--- src/rtl/relu6_act_packer.sv ---
// relu6_act_packer
//   Streaming consumer for ReLU6 activations. Each Q8.8 input, nominally in
//   [0, 6.0], is requantized to an unsigned 8-bit code (0.0 -> 0, 6.0 -> 255).
//   LANES codes are packed per output word. A partial word is flushed on in_last.
//   Ports:
//     clk, rst_n           rising-edge clock, synchronous active-low reset
//     in_valid/in_ready    input handshake; in_data (Q8.8), in_last (tile end)
//     out_valid/out_ready  output handshake; out_data (lane 0 in [7:0]),
//                          out_keep (per-lane byte valid), out_last
//     clamp_cnt            saturating count of inputs outside [0, 0x0600]
module relu6_act_packer #(
  parameter int DATA_WIDTH = 16,
  parameter int LANES      = 4,
  parameter int CNT_WIDTH  = 16
) (
  input  logic                  clk,
  input  logic                  rst_n,
  input  logic                  in_valid,
  output logic                  in_ready,
  input  logic [DATA_WIDTH-1:0] in_data,
  input  logic                  in_last,
  output logic                  out_valid,
  input  logic                  out_ready,
  output logic [8*LANES-1:0]    out_data,
  output logic [LANES-1:0]      out_keep,
  output logic                  out_last,
  output logic [CNT_WIDTH-1:0]  clamp_cnt
);

  localparam int IDX_W = (LANES > 1) ? $clog2(LANES) : 1;
  localparam int PW    = DATA_WIDTH + 8;
  localparam logic [DATA_WIDTH-1:0] SIX = DATA_WIDTH'(32'h0600);

  logic [IDX_W-1:0]     idx;
  logic [8*LANES-1:0]   pack;
  logic [8*LANES-1:0]   word_next;
  logic [LANES-1:0]     keep_next;
  logic [7:0]           code;
  logic [PW-1:0]        prod;
  logic [PW-1:0]        scaled;
  logic                 is_neg;
  logic                 clamp_evt;
  logic                 accept;
  logic                 complete;

  assign in_ready = !out_valid | out_ready;
  assign accept   = in_valid & in_ready;
  assign complete = accept & ((idx == IDX_W'(LANES - 1)) | in_last);

  // Requantize: x*85/512 with rounding, i.e. x * 255 / (6 * 256).
  always_comb begin
    is_neg    = in_data[DATA_WIDTH-1];
    clamp_evt = is_neg | (in_data > SIX);
    prod      = PW'(in_data) * PW'(85) + PW'(256);
    scaled    = prod >> 9;
    if (is_neg) begin
      code = '0;
    end else if (in_data >= SIX) begin
      code = '1;
    end else if (|scaled[PW-1:8]) begin
      code = '1;
    end else begin
      code = scaled[7:0];
    end
  end

  // Current pack register with the incoming code merged into lane[idx].
  always_comb begin
    word_next = pack;
    keep_next = '0;
    for (int unsigned i = 0; i < LANES; i++) begin
      if (idx == IDX_W'(i)) begin
        word_next[8*i +: 8] = code;
      end
      if (IDX_W'(i) <= idx) begin
        keep_next[i] = 1'b1;
      end
    end
  end

  always_ff @(posedge clk) begin
    if (!rst_n) begin
      out_valid <= 1'b0;
      out_data  <= '0;
      out_keep  <= '0;
      out_last  <= 1'b0;
      clamp_cnt <= '0;
      idx       <= '0;
      pack      <= '0;
    end else begin
      if (out_valid && out_ready) begin
        out_valid <= 1'b0;
      end
      // A completing word overrides the drop above, so a transfer and a new
      // word in the same cycle keep out_valid high with no bubble.
      if (accept) begin
        if (complete) begin
          out_valid <= 1'b1;
          out_data  <= word_next;
          out_keep  <= keep_next;
          out_last  <= in_last;
          pack      <= '0;
          idx       <= '0;
        end else begin
          pack      <= word_next;
          idx       <= idx + IDX_W'(1);
        end
        if (clamp_evt && !(&clamp_cnt)) begin
          clamp_cnt <= clamp_cnt + CNT_WIDTH'(1);
        end
      end
    end
  end

endmodule

--- config.mk ---
export PLATFORM = sky130hd
export DESIGN_NAME = relu6_act_packer
export DESIGN_NICKNAME = d
export VERILOG_FILES = /design/src/rtl/relu6_act_packer.sv
export SDC_FILE = /design/constraint.sdc
export NUM_CORES = 1
export LEC_CHECK = 0
export ABC_AREA = 1
export CORE_MARGIN = 4
export CORE_UTILIZATION = 40
export DETAILED_ROUTE_END_ITERATION = 12
export SLEW_MARGIN = 25
export SYNTH_ARGS = -nofsm -noshare
export SYNTH_HDL_FRONTEND = slang
export SYNTH_SLANG_ARGS = --single-unit
--- constraint.sdc ---
create_clock -name clk -period 4.75 [get_ports clk]
set_input_delay 0.7125 -clock clk [delete_from_list [all_inputs] [get_ports clk]]
set_output_delay 0.7125 -clock clk [all_outputs]
set_load 0.01 [all_outputs]
==> results by group, run 1 <==
Critical path
  – Reg2Reg Depth: 6
  – Critical Path End: out_data[18]
  – CP max stage delay: 590 ps
  – Worst R2R End: out_keep[2]
  – Reg2Reg Setup Slack: 2110 ps
  – Slowest CP cell: fa_2
  – Top delay family on crit path: adder cells
  – Stages on worst setup path: 29
  – Critical path buffers and inverters: 6
  – Critical Path Start Type: input pin
  – Crit path from: in_data[6]
  – R2R Path Start: idx[1]
  – CP Capture Type: flip-flop
  – WS Path Type: input pin to flip-flop
  – Required time of the worst setup path: 4980 ps
  – Critical Path AT: 4800 ps
  – Worst path most repeated cell: nand2_1
  – Crit path max fanout: 8

Floorplanning
  – Die W: 134.5 um
  – Initial core utilization: 41.52%
  – FP Rows: 45
  – I/O pin cnt: 76
  – Chip height: 134.5 um
  – Die area: 18100 sq um
  – Total core area: 15430 sq um

Power and ir drop
  – Net Sw Frac: 38.00%
  – Cell Pwr Density: 374.1 nW/um^2
  – Switch Pwr: 1.225 mW
  – Share of power burned in registers: 24.4%
  – Internal: 1.999 mW
  – Max VDD drop: 0.1729 mV
  – Leakage: 4.018 nW
  – Clk pwr share: 20.1%
  – Combinational share of power: 55.5%

Global routing
  – Vias in the first global route: 5749
  – Antenna violations before repair: 0
  – Largest net degree at the start of global routing: 50
  – All-Layer GR Usage: 18.20%
  – Remaining global-route overflow: 0
  – First-pass GRT wire length: 27.36 mm

Logic synthesis
  – Mapped Area: 6405 sq um
  – FFs w/ async S/R, synth: 0%
  – Main flop type after synthesis: dfxtp_1
  – Seq/Total Area, Yosys: 27.51%
  – Ys Warns: 0
  – Yosys top cell by area: dfxtp_1
  – Post-synth top area share: 27.51%
  – Syn Area/Cell: 6.977 sq um
  – Register bit total from synthesis: 88
  – Dominant cells by area after synthesis: dfxtp_1, nand2_1, ha_1
  – Post-Synthesis Cells: 918
  – Syn nets: 1027
  – Netlist cell types: 36
  – Post-synth EDFFs: 0

Drt
  – Via density: 4.772
  – Routed Wire Length: 16.43 mm
  – Post-DRT Antenna Nets: 0
  – Total number of vias: 6051
  – Routed length per instance: 12.96 um
  – DRT iter0 DRCs: 381
  – Router iterations before antenna repair: 4
  – DR DRC count: 0

Flow run
  – MaxCap Viol Count: 0

Timing
  – Worst hold margin: 463.8 ps
  – Slew Limit Fails: 0
  – Max-slew headroom: 46.90%
  – RSZ-0062 raised after global routing: yes
  – Post-route minimum period: 4571 ps
  – Final setup violation count: 0
  – Tcrit/Tclk final: 96.23%
  – Worst Tran Pin Value: 796.4 ps
  – Clk_skew: 6.619 ps
  – Final Hold Fails: 0
  – Fmax: 218.8 MHz

Cells and area
  – N_diodes: 0
  – FILL cells: 1501
  – Layout cell share with drive strength beyond 1: 19.87%
  – Area growth, synth to finish: 34.58%
  – Nets: 1161
  – Fin area: 8620 sq um

Placed design
  – Cell Area, Placed: 7846 sq um
  – Routability cong.: 0.8819
  – DP Wirelength: 12.15 mm
  – Port Buffers: 75

Min path
  – Class of the worst hold path: flip-flop to flip-flop

Clock tree
  – CTS root buffer: clkbuf_16
  – Clk Latency, worst-skew pair: 330 ps
  – Max H-tree Level: 3
  – CTS tree: done
  – Clock slew at reported path FFs: 60 ps
  – Max Buffers Root-to-Sink: 2
  – Total CTS buffers: 9
  – Clock sinks: 88

Status
  – Status: completed
## cells by family (layout without fill, tap and decap cells)
logic type | after synthesis | after routing | share of synthesized area (%)
AO/OA/AOI/OAI | 120 | 120 | 11.14
XOR/XNOR | 8 | 8 | 1.094
adder cells (fa/ha/maj) | 88 | 88 | 19.65
buffers and inverters | 162 | 301 | 9.729
flip-flops | 88 | 88 | 27.51
AND/OR/NAND/NOR | 452 | 452 | 30.88
## power by group through the flow
stage          clock [mW]  combinational [mW]  sequential, mW
2_1_floorplan           0               0.860           0.808
6_report            0.650                1.79           0.786
3_5_place_dp            0                1.45           0.802
4_1_cts             0.661                1.56           0.786
3_3_place_gp            0                1.45           0.802
5_1_grt             0.687                1.99           0.789
## repair_timing
action,in CTS,in global routing
setup endpoints to repair,56,56
buffers inserted,3,2
hold buffers,0,0
pin swaps,25,42
resized for setup,34,64
## worst min path at each step
| stage | startpoint | to | slack [ps] | cells past startpoint |
|---|---|---|---|---|
| 2_1_floorplan | pack[0] | pack[0] | 440 | 2 |
| 3_3_place_gp | pack[6] | pack[6] | 450 | 2 |
| 3_5_place_dp | pack[6] | pack[6] | 450 | 2 |
| 4_1_cts | pack[6] | pack[6] | 460 | 2 |
| 5_1_grt | pack[6] | pack[6] | 470 | 2 |
| 6_report | pack[18] | pack[18] | 460 | 2 |
## per-stage QoR
step / setup TNS (ps) / setup WS, ps / cells / total power [mW] / utilization (%)
after floorplan: 0 / 427.2 / 918 / 1.669 / -
after global placement: -28640 / -568.0 / 1247 / 2.248 / 50.86
after detailed placement: -29860 / -584.5 / 1247 / 2.249 / 50.86
after CTS: 0 / 15.62 / 1266 / 3.005 / 53.69
after global routing: -785.6 / -60.13 / 1268 / 3.466 / 55.87
final: 0 / 179.3 / 1268 / 3.225 / 55.87
## registers in the layout (all words and copies together) (netlist names)
register,count
out_data,32
clamp_cnt,16
out_last,1
pack,32
out_valid,1
idx,2
out_keep,4
## area by class of cell
type,instances,area (sq um),share of cell area [%]
tap,211,264.0,3.063
timing repair buffer,151,1345,15.60
clock inverter,3,17.52,0.2032
clock buffer,13,250.2,2.903
sequential,88,1762,20.44
multi-input combinational,668,4476,51.92
inverter,134,505.5,5.864
## synth_stat cells (6+ instances only)
cell and count:
a21oi_1 64, buf_2 7, clkbuf_1 20, dfxtp_1 88
fa_1 21, ha_1 67, inv_1 129, nand2_1 273
nand2_2 13, nand3_1 61, nand4_1 15, nor2_1 39
nor2_2 6, nor3_1 11, o21a_1 34, o21ai_0 12
or2_2 26
## routing by layer
layer | routed length (um) | part of all wire [%] | global-route usage (%) | vias up
li1 | - | - | - | 3190
met1 | 8338 | 51 | 27.09 | 2756
met5 | 0 | 0 | 0 | -
met4 | 73 | 0.44 | 2.602 | 0
met3 | 640 | 3.9 | 2.645 | 6
met2 | 7379 | 45 | 28.63 | 99
## worst register-to-register path, delay by kind of cell (launching register included)
kind | cells | cell delay, ps
buffers and inverters | 2 | 1050
flip-flops | 1 | 410
AO/OA/AOI/OAI | 3 | 660
adder cells (fa/ha/maj) | 1 | 470
## placed cells by master (no fill, tap or decap), types with 2 or more instances in the layout
cell type / count
a21oi_1: 61
a21oi_2: 2
buf_12: 2
buf_4: 74
clkbuf_1: 3
clkbuf_16: 9
clkdlybuf4s15_1: 2
clkdlybuf4s50_1: 66
clkinv_1: 2
clkinv_2: 2
dfxtp_1: 88
dlygate4sd2_1: 3
dlymetal6s2s_1: 3
fa_1: 19
fa_2: 2
ha_1: 53
ha_4: 14
inv_1: 125
inv_2: 6
nand2_1: 249
nand2_2: 27
nand2_4: 10
nand3_1: 48
nand3_2: 8
nand3_4: 6
nand4_1: 15
nor2_1: 33
nor2_2: 10
nor2_4: 4
nor3_1: 10
nor4_1: 2
o21a_1: 34
o21ai_0: 12
o21bai_1: 4
or2_2: 26
xnor2_1: 4
xor2_1: 4
Note: power is estimated with default switching activity, not from simulation.
==> inputs of run 2 (changes only) <==
--- a/config.mk
+++ b/config.mk
@@ -9,6 +9,8 @@
 export CORE_MARGIN = 4
 export CORE_UTILIZATION = 40
 export DETAILED_ROUTE_END_ITERATION = 12
+export DONT_BUFFER_PORTS = 1
+export SKIP_LAST_GASP = 1
 export SLEW_MARGIN = 25
 export SYNTH_ARGS = -nofsm -noshare
 export SYNTH_HDL_FRONTEND = slang
==> constraint.sdc (replaced) <==
create_clock -name clk -period 4.5 [get_ports clk]
set_input_delay 0.675 -clock clk [delete_from_list [all_inputs] [get_ports clk]]
set_output_delay 0.675 -clock clk [all_outputs]
set_load 0.01 [all_outputs]
==> run 2 against run 1 <==
Hold slack got worse by 2.1 ps. Core utilization fell by 9.4 points. Sequential share of layout area rose by 4.1 points. Design area fell by 17%. First-iteration DRC count fell by 7.6%. Non-clock buffer count fell by 117. Critical path depth fell by 3. Sequential power rose by 7.3%. Critical path type unchanged. Highest routed layer unchanged.
==> results by group, run 2 (synthesis gave the netlist of run 1 again) <==
Status
  – Status: completed

Floorplanning
  – Die area: 18100 sq um
  – Die W: 134.5 um
  – I/O pin cnt: 76
  – Initial core utilization: 41.52%
  – Total core area: 15430 sq um
  – Chip height: 134.5 um
  – FP Rows: 45

Min path
  – Class of the worst hold path: flip-flop to flip-flop
  – Hold wc startpoint: pack[13]

Clock tree
  – Max H-tree Level: 3
  – Clk Latency, worst-skew pair: 340 ps
  – CTS Hold Buffers Added: 0
  – Max Buffers Root-to-Sink: 2
  – Clock slew at reported path FFs: 60 ps
  – Total CTS buffers: 9
  – CTS tree: done
  – CTS root buffer: clkbuf_16
  – Clock sinks: 88

Critical path
  – Required time of the worst setup path: 4740 ps
  – Crit path max fanout: 8
  – Critical Path Start Type: input pin
  – Slowest CP cell: fa_1
  – R2R Path Start: idx[1]
  – WS Path Type: input pin to flip-flop
  – Top delay family on crit path: adder cells
  – Crit path from: in_data[4]
  – Critical Path AT: 4500 ps
  – Critical path buffers and inverters: 6
  – Worst path most repeated cell: nand2_1
  – CP max stage delay: 510 ps
  – CP Capture Type: flip-flop
  – Reg2Reg Setup Slack: 1800 ps

Timing
  – Final setup violation count: 0
  – RSZ-0062 raised after global routing: yes
  – Worst Tran Pin Value: 596.6 ps
  – Fmax: 235.1 MHz
  – Clk_skew: 8.007 ps
  – Final WS setup: 247.4 ps
  – Slew Limit Fails: 0
  – Final Hold Fails: 0
  – Worst hold margin: 461.7 ps
  – Max-slew headroom: 60.22%
  – Tcrit/Tclk final: 94.50%
  – Post-route minimum period: 4253 ps

Global routing
  – First-pass GRT wire length: 25.25 mm
  – Vias in the first global route: 5128
  – Antenna violations before repair: 0
  – Largest net degree at the start of global routing: 51
  – Remaining global-route overflow: 0
  – All-Layer GR Usage: 16.88%

Cells and area
  – Multi-input gate area: 4056 sq um
  – Fin area: 7177 sq um
  – Layout cell share with drive strength beyond 1: 11.60%
  – Storage cell area: 1762 sq um
  – FILL cells: 1591
  – Most frequent cells in the layout: nand2_1, inv_1, dfxtp_1
  – Area growth, synth to finish: 12.05%
  – Layout Utilization: 46.52%
  – N_diodes: 0
  – Nets: 1044
  – Top Registers: out_data (32), pack (32), clamp_cnt (16)
  – Commonest non-fill, non-tap cell in the layout: nand2_1

Power and ir drop
  – Cell Pwr Density: 418.9 nW/um^2
  – Leakage: 3.498 nW
  – Power Total: 3.006 mW
  – Max VDD drop: 0.1818 mV

Drt
  – DRT iter0 DRCs: 352
  – Router iterations before antenna repair: 5
  – DR DRC count: 0
  – Routed length per instance: 13.12 um
  – Total number of vias: 5559
  – Routed Wire Length: 15.10 mm
  – Post-DRT Antenna Nets: 0
  – Via density: 4.830

Placed design
  – DP Wirelength: 11.61 mm
  – Routability cong.: 0.8083
  – Setup WS pre-CTS: -191.9 ps
  – Cell Area, Placed: 6828 sq um
  – Port Buffers: 0

Flow run
  – MaxCap Viol Count: 0
==> run 2: changes by cell type in the layout (fill, tap and decap cells not counted), sizes merged <==
cell / delta
clkinvlp: -1
dlygate4sd2: -3
dlymetal6s2s: -3
clkdlybuf4s50: -66
buf: -43
clkdlybuf4s15: -2
clkinv: +3
clkbuf: -4
bufinv: +2
==> run 2: stage by stage <==
step                      cells  setup TNS [ps]
after global routing       1151          -700.1
after floorplan             918               0
after detailed placement   1134           -7457
after CTS                  1150               0
final                      1151               0
after global placement     1134           -5574
==> run 2: worst reg2reg max path, delay by kind of cell, from the launching register on <==
kind	cells	cell delay [ps]
DFF	1	390
AOI/OAI and AO/OA	1	660
adders and majority gates	1	460
and+or+nand+nor	2	220
buffers and inverters	3	870
==> run 2: timing repair <==
action,in CTS,in global routing
setup endpoints to repair,0,56
gates resized for setup,0,4
buffers inserted,0,1
==> run 2: layout make-up <==
type	count	area share [%]
Inverter	134	7.043
Multi-Input combinational cell	668	56.52
Clock buffer	9	3.138
Timing Repair Buffer	34	3.731
Sequential cell	88	24.55
Clock inverter	7	1.342
Tap cell	211	3.679
==> run 2: routing by layer <==
metal  GRT usage, %  up-vias  wire, um
met3          4.657        8       824
met1          23.67     2494      7509
met2          26.45       96      6666
met4          2.885        0       102
met5              0        -         0
li1               -     2961         -
==> run 2: final timing paths <==
kind         cells past startpoint            to
max                             26   out_data[0]
min                              2      pack[13]
max reg2reg                      7  out_data[31]
min reg2reg                      2      pack[13]
==> run 2: report_power, final <==
| group | internal, mW | total (mW) | switching, mW |
|---|---|---|---|
| combinational | 0.595 | 1.36 | 0.769 |
| clock | 0.487 | 0.800 | 0.313 |
| sequential | 0.810 | 0.843 | 0.0328 |
